==> src/rtl/lsu_ctrl.sv <==
// Load/store control stage: one request at a time, alignment (and optional range) check,
// single-cycle RAM strobe, response to writeback. Optional range check: LSU_RANGE_CHECK_EN.
module lsu_ctrl #(
   parameter int unsigned DMEM_BYTES = 8192
) (
   input  logic        clk,
   input  logic        rst,
   input  logic        req_valid,
   output logic        req_ready,
   input  logic        req_we,
   input  logic [1:0]  req_size,
   input  logic        req_sign,
   input  logic [31:0] req_addr,
   input  logic [31:0] req_wdata,
   input  logic [4:0]  req_rd,
   output logic        ram_we,
   output logic        ram_re,
   output logic [3:0]  ram_type,
   output logic        sign,
   output logic [31:0] ram_addr,
   output logic [31:0] ram_wdat,
   input  logic [31:0] data_reg,
   output logic        resp_valid,
   input  logic        resp_ready,
   output logic [31:0] resp_rdata,
   output logic [4:0]  resp_rd,
   output logic        resp_is_load,
   output logic        exc_valid,
   output logic [1:0]  exc_cause,
   output logic [31:0] exc_addr
);

`ifdef LSU_RANGE_CHECK_EN
   localparam bit RANGE_EN = 1'b1;
`else
   localparam bit RANGE_EN = 1'b0;
`endif

   typedef enum logic [1:0] {IDLE, ISSUE, CAPTURE, RESP} state_t;
   typedef enum logic [1:0] {
      CAUSE_NONE   = 2'b00,
      CAUSE_LD_MIS = 2'b01,
      CAUSE_ST_MIS = 2'b10,
      CAUSE_FAULT  = 2'b11
   } cause_t;

   state_t     state;
   logic       we_q;
   logic [2:0] last_off;
   logic [3:0] req_type;
   logic       misaligned;
   logic       out_of_range;
   logic       fault;
   cause_t     cause;

   always_comb begin
      // NOTE: every signal gets a default before the case so no path leaves it unassigned (no latch).
      last_off = 3'd3;
      req_type = 4'b1111;
      case (req_size)
         2'b00:   begin last_off = 3'd0; req_type = 4'b0001; end
         2'b01:   begin last_off = 3'd1; req_type = 4'b0011; end
         default: ;
      endcase
      // last_off doubles as the low-address mask that must be zero for an aligned access
      misaligned   = |(req_addr[1:0] & last_off[1:0]);
      out_of_range = RANGE_EN &&
                     (({1'b0, req_addr} + {30'd0, last_off}) >= 33'(DMEM_BYTES));
      fault        = misaligned | out_of_range;
      if (misaligned)        cause = req_we ? CAUSE_ST_MIS : CAUSE_LD_MIS;
      else if (out_of_range) cause = CAUSE_FAULT;
      else                   cause = CAUSE_NONE;
   end

   // NOTE: sequential state uses non-blocking assignments only, so all registers update together.
   always_ff @(posedge clk or posedge rst) begin
      if (rst) begin
         state        <= IDLE;
         we_q         <= 1'b0;
         req_ready    <= 1'b1;
         ram_we       <= 1'b0;
         ram_re       <= 1'b0;
         ram_type     <= 4'b0000;
         sign         <= 1'b0;
         ram_addr     <= '0;
         ram_wdat     <= '0;
         resp_valid   <= 1'b0;
         resp_rdata   <= '0;
         resp_rd      <= '0;
         resp_is_load <= 1'b0;
         exc_valid    <= 1'b0;
         exc_cause    <= 2'b00;
         exc_addr     <= '0;
      end else begin
         case (state)
            IDLE: begin
               if (req_valid) begin
                  req_ready    <= 1'b0;
                  we_q         <= req_we;
                  resp_rd      <= req_rd;
                  resp_is_load <= ~req_we;
                  resp_rdata   <= '0;
                  exc_valid    <= fault;
                  exc_cause    <= cause;
                  exc_addr     <= fault ? req_addr : 32'd0;
                  if (fault) begin
                     resp_valid <= 1'b1;
                     state      <= RESP;
                  end else begin
                     // RAM lines are loaded here so they are live for exactly the ISSUE cycle
                     ram_we   <= req_we;
                     ram_re   <= ~req_we;
                     ram_type <= req_type;
                     sign     <= req_sign & ~req_we;
                     ram_addr <= req_addr;
                     ram_wdat <= req_wdata;
                     state    <= ISSUE;
                  end
               end
            end
            ISSUE: begin
               ram_we   <= 1'b0;
               ram_re   <= 1'b0;
               ram_type <= 4'b0000;
               sign     <= 1'b0;
               if (we_q) begin
                  resp_valid <= 1'b1;
                  state      <= RESP;
               end else begin
                  state <= CAPTURE;
               end
            end
            CAPTURE: begin
               resp_rdata <= data_reg;
               resp_valid <= 1'b1;
               state      <= RESP;
            end
            RESP: begin
               if (resp_ready) begin
                  resp_valid <= 1'b0;
                  exc_valid  <= 1'b0;
                  req_ready  <= 1'b1;
                  state      <= IDLE;
               end
            end
            default: state <= IDLE;
         endcase
      end
   end

endmodule

==> config.mk <==
export PLATFORM = sky130hd
export DESIGN_NAME = lsu_ctrl
export DESIGN_NICKNAME = d
export VERILOG_FILES = /design/src/rtl/lsu_ctrl.sv
export SDC_FILE = /design/constraint.sdc
export NUM_CORES = 1
export LEC_CHECK = 0
export CAP_MARGIN = 20
export CORE_MARGIN = 5
export CORE_UTILIZATION = 38
export DETAILED_ROUTE_END_ITERATION = 8
export GPL_TIMING_DRIVEN = 0
export PLACE_DENSITY = 0.76
export SLEW_MARGIN = 20
export SYNTH_ARGS = -nofsm -noshare
export SYNTH_HDL_FRONTEND = slang
export SYNTH_SLANG_ARGS = --single-unit
==> constraint.sdc <==
create_clock -name clk -period 5.7 [get_ports clk]
set_input_delay 0.57 -clock clk [delete_from_list [all_inputs] [get_ports clk]]
set_output_delay 0.57 -clock clk [all_outputs]
set_load 0.01 [all_outputs]
# Word-level counts from Yosys, hierarchy flattened
# Index checks and enable logic that the tools add are counted.
# classes
n_mux	34
bitwise	4
n_reduce_logical	13
n_eq_ne	9
# op_table
operator	count
32-bit two-way mux	2
32-bit one-hot mux with 2 select lines	1
4-bit one-hot mux with 2 select lines	2
1-bit two-way mux	14
2-bit two-way mux	5
2-bit != test, second input constant	5
1-bit one-hot mux with 2 select lines	5
3-bit AND reduction	3
4-bit two-way mux	2
2-bit one-hot mux with 4 select lines	1
2-bit AND reduction	3
2-bit nonzero test	3
2-bit by 1-bit equality test with 1-bit output, second input constant	2
2-bit equality test, second input constant	2
2-bit zero test	2
1-bit one-hot mux with 4 select lines	1
2-bit one-hot mux with 2 select lines	1
4-bit AND reduction	1
2-bit AND	1
1-bit NOT	2
2-bit OR reduction	1
1-bit AND	1
# totals
input_bits	109
out_inout_bits	146
word_cells	76
regBits	149

# Longest topological paths before layout
# depth
word_depth	7
ltp_mapped	10
mapped_depth_nobuf	6

# Least setup slack after synthesis
# OpenSTA, ideal clock, no wires.
# synth_timing
kind	register to register
startpoint	reg state[0]
endpoint	reg ram_addr[0]
stages_incl_launch_ff	10
path_buffers	4
slack_ns	3.847
setup_ns	0.125
t_required_ns	5.575
period_less_slack_ns	1.853
arrival_ns	1.727
path_cell_list	dfrtp_1 > inv_1 > ha_1 > buf_4 > and2_1 > buf_6 > o21ai_2 > buf_6 > buf_6 > mux2_4
# synth_via
elab_chain_cells	2
# synth_rtl
item	line_no	rtl
start: declaration	47	state_t state;
start signal: assignment	78	state <= IDLE;
start signal: assignment	108	state <= RESP;
start signal: assignment	117	state <= ISSUE;
2-bit zero test	95	case (state)
3-bit AND reduction (no source line)	--	
end signal: assignment	115	ram_addr <= req_addr;
end: declaration	20	output logic [31:0] ram_addr,
# No other way between the ends.
# A chain may end at the register's enable or synchronous reset.

# Worst setup path in the final report
# layout_timing
startpoint	reg state[0]
endpoint	reg ram_wdat[5]
# layout_via
elab_chain_cells	2
# layout_rtl
item	line_no	rtl
2-bit zero test	95	
3-bit AND reduction (no source line)	--	
end signal: assignment	116	ram_wdat <= req_wdata;
end: declaration	21	output logic [31:0] ram_wdat,
# No other way between the ends.

==> reports/metrics.csv <==
stage;metric;value;unit
detailed_routing;Avg WL per Cell;19.1;um
timing;Final Setup Violations;0;
synth;ys flop type;dfrtp_1;
setup_path;critical path launch point type;flip-flop;
cts;# resized after CTS;0;
cts;CTS root buffer;clkbuf_16;
synth;sequential fraction of the synthesis area;63.9;%
pwr;Comb pwr share;44.0;%
timing;final-report hold violation count;0;
final_layout;Layout Cells excl Fill;855;
final_layout;fillers;1160;
cts;TritonCTS clock tree;yes;
floorplan;Initial Util;38.4;%
global_routing;overall global routing resource usage;18.5;%
setup_path;Worst setup EP type;flip-flop;
synth;biggest area consumer among synthesized cells;dfrtp_1;
floorplan;Site Rows;45;
run_status;status;finished, final reports clean;
timing;slew margin rel.;64.7;%
synth;main area contributors after synthesis;dfrtp_1, mux2_4, a22o_1;
setup_path;worst r2r path cells;9;
pwr;clock power share;21.5;%
synth;ys async rst share;100;%
pwr;Net Sw Frac;30.4;%
final_layout;Register Area;0.00370;sq mm
floorplan;Die W;134;um
pwr;PwrDens;571;mW/mm^2
detailed_routing;vias per std cell;4.91;
cts;Post-CTS Setup Bufs;0;
timing;RSZ-0062 raised after global routing;false;
detailed_routing;Post-DRT Antenna Nets;0;
cts;Longest Clk Path Bufs;2;
floorplan;I/O pin cnt;255;
pwr;worst vdd ir;0.000242;V
synth;Mapped Area;0.00580;sq mm
detailed_routing;Routed WL;16400;um
detailed_routing;DRC violations left;0;
pwr;Power Total;5260;uW
global_routing;initial antenna violation count;0;
synth;Ys Warns;0;
worst_hold_path;worst hold stages;2;
final_layout;Area growth, synth to finish;58.7;%
setup_path;Worst EP arrival;2.37;ns
synth;unique cell type count in the Yosys netlist;30;
pwr;Psw;1600;uW
setup_path;critical path class;reg -> reg;
detailed_routing;Initial DRT Pass Iterations;4;
floorplan;Die Y;134;um
cts;Clock Sinks;148;
worst_hold_path;Hold Crit Class;reg -> reg;
global_routing;number of global-route vias before repair;4644;
floorplan;die footprint;0.0178;sq mm
cts;cts bufs inserted;17;
timing;min Tclk post-route;2.09;ns
cts;clock latency on the worst-skew pair;0.41;ns
detailed_routing;drt initial violations;157;
place;routability congestion estimate;0.758;
floorplan;Core Area;0.0151;sq mm
timing;hold slack;0.483;ns
setup_path;CP required;5.99;ns
synth;Net Count, Synth;494;
global_routing;largest net degree at the start of global routing;104;
cts;CTS H-tree lvls;4;
pwr;Internal Power;3660;uW
synth;number of flops mapped to enable cells by yosys;0;
final_layout;# diodes;0;
synth;post-synth top area share;63.4;%
cts;clock-pin slew on the worst setup and hold paths;0.06;ns
final_layout;multi-input combinational cell area;0.00189;sq mm
timing;period utilization;36.6;%
global_routing;grt ovf;0;
timing;Max Clk Rate;0.480;GHz
flow_run;Max Cap Viol;0;
synth;Yosys reg bits;148;
cts;hold_buf cts;0;
pwr;Lkg Pwr;0.00421;uW
setup_path;peak fanout along the critical path;10;
place;Port Buf Inserts;254;
timing;max-slew violations;0;
final_layout;share of layout cells above drive strength 1;17.5;%
place;Inst Count DP;824;
pwr;sequential power share;34.5;%
setup_path;setup slack, reg-to-reg;3.61;ns
synth;Mapped Cells;381;
global_routing;first-pass GRT wire length;26000;um
final_layout;nets;768;
place;DP Wirelength;12200;um
detailed_routing;Via Count;4202;
synth;Avg Inst Size Synth;15.2;sq um
timing;clk_skew;0.00708;ns
timing;Worst Max-Slew Pin Slew;0.529;ns
## path summary, 6_finish.rpt
path                                 start           to
max in group asynchronous              rst    req_ready
worst min-delay path            resp_rd[3]   resp_rd[3]
worst max-delay path              state[0]  ram_wdat[5]
worst min register to register  resp_rd[3]   resp_rd[3]
min in group asynchronous              rst  ram_wdat[9]
worst max register to register    state[0]  ram_wdat[5]
## layout by cell type, fill, tap and decap left out, types with 2 or more instances in the layout
cell,Yosys,final
and2_1,3,3
buf_6,8,8
inv_1,9,8
bufinv_16,0,3
mux2i_1,2,2
clkbuf_16,0,17
o31ai_1,2,2
clkbuf_1,9,12
clkinv_2,0,3
ha_1,4,4
mux2_2,12,12
buf_4,2,2
o21ai_0,8,8
dfrtp_1,147,147
or2_2,2,2
a21oi_1,3,3
clkinvlp_4,0,2
buf_2,7,7
nand2_1,25,25
nor2_1,2,2
o211ai_1,3,3
clkbuf_8,0,2
nand2b_1,2,2
a22o_1,68,68
clkdlybuf4s50_1,0,254
nor3_1,2,2
mux2_4,52,52
## cell usage after synthesis, drive strengths merged, types with 2 or more instances
| cell type | count |
|---|---|
| a21oi | 4 |
| nand2 | 25 |
| o211ai | 3 |
| mux2i | 2 |
| a22o | 68 |
| and2 | 3 |
| nand2b | 2 |
| o31ai | 2 |
| nor3 | 2 |
| mux2 | 64 |
| inv | 9 |
| nor2 | 3 |
| ha | 4 |
| buf | 17 |
| clkbuf | 9 |
| dfrtp | 147 |
| o21ai | 9 |
| or2 | 2 |
## routing by layer
metal,vias to the layer above,GRT usage [%],share of wire (%)
li1,1934,-,-
met1,2083,23.2,42
met2,168,30.1,48
met3,17,7.10,8.3
met4,0,5.43,1.3
met5,-,0,0
## registers in the layout, summed over array words and instances (netlist names)
signal	flops
exc_addr	32
exc_cause	2
exc_valid	1
ram_addr	32
ram_re	1
ram_type	3
ram_wdat	32
ram_we	1
req_ready	1
resp_is_load	1
resp_rd	5
resp_rdata	32
resp_valid	1
sign	1
state	2
we_q	1
## area by class of cell
class / count / share of cell area (%)
plain buffers: 26 / 1.89
repair buffers: 255 / 27.9
multi-input cells: 198 / 20.5
flip-flops and latches: 148 / 40.2
clock buffers: 22 / 5.04
inverters: 9 / 0.448
clock inverters: 9 / 1.40
well taps: 188 / 2.55
## worst max-delay path, cell delays in order, from the launching register on
cell,delay [ns]
dfrtp_1,0.41
inv_1,0.10
ha_1,0.20
buf_4,0.17
and2_1,0.15
buf_6,0.14
o21ai_2,0.07
buf_6,0.20
buf_6,0.20
mux2_4,0.31
## per-stage QoR
stage	instance area (sq um)	TNS (ns)	utilization [%]	worst slack [ns]
floorplan	5800	0	-	1.15
global placement	8580	-84.32	56.9	-0.583
detailed placement	8610	0	57.1	3.28
CTS	9210	0	61.0	3.60
global route	9210	0	61.0	3.52
finish	9210	0	61.0	3.61
## cells by family (layout without fill, tap and decap cells)
group           count (synthesis)  in the layout  synth area share (%)
compound gates                 90             90                  12.7
mux                            66             66                  16.1
fa+ha+maj                       4              4                 0.863
simple gates                   38             38                  2.87
buf+inv                        35            321                  3.58
flops                         148            148                  63.9
## power by group through the flow
stage | Clock [uW] | Combinational, uW | Sequential [uW]
6_report | 1130 | 2320 | 1810
5_1_grt | 1200 | 2470 | 1870
4_1_cts | 1150 | 2350 | 1820
3_5_place_dp | 0 | 2340 | 1820
3_3_place_gp | 0 | 2300 | 1790
2_1_floorplan | 0 | 876 | 2000
Note: power is estimated with default switching activity, not from simulation.
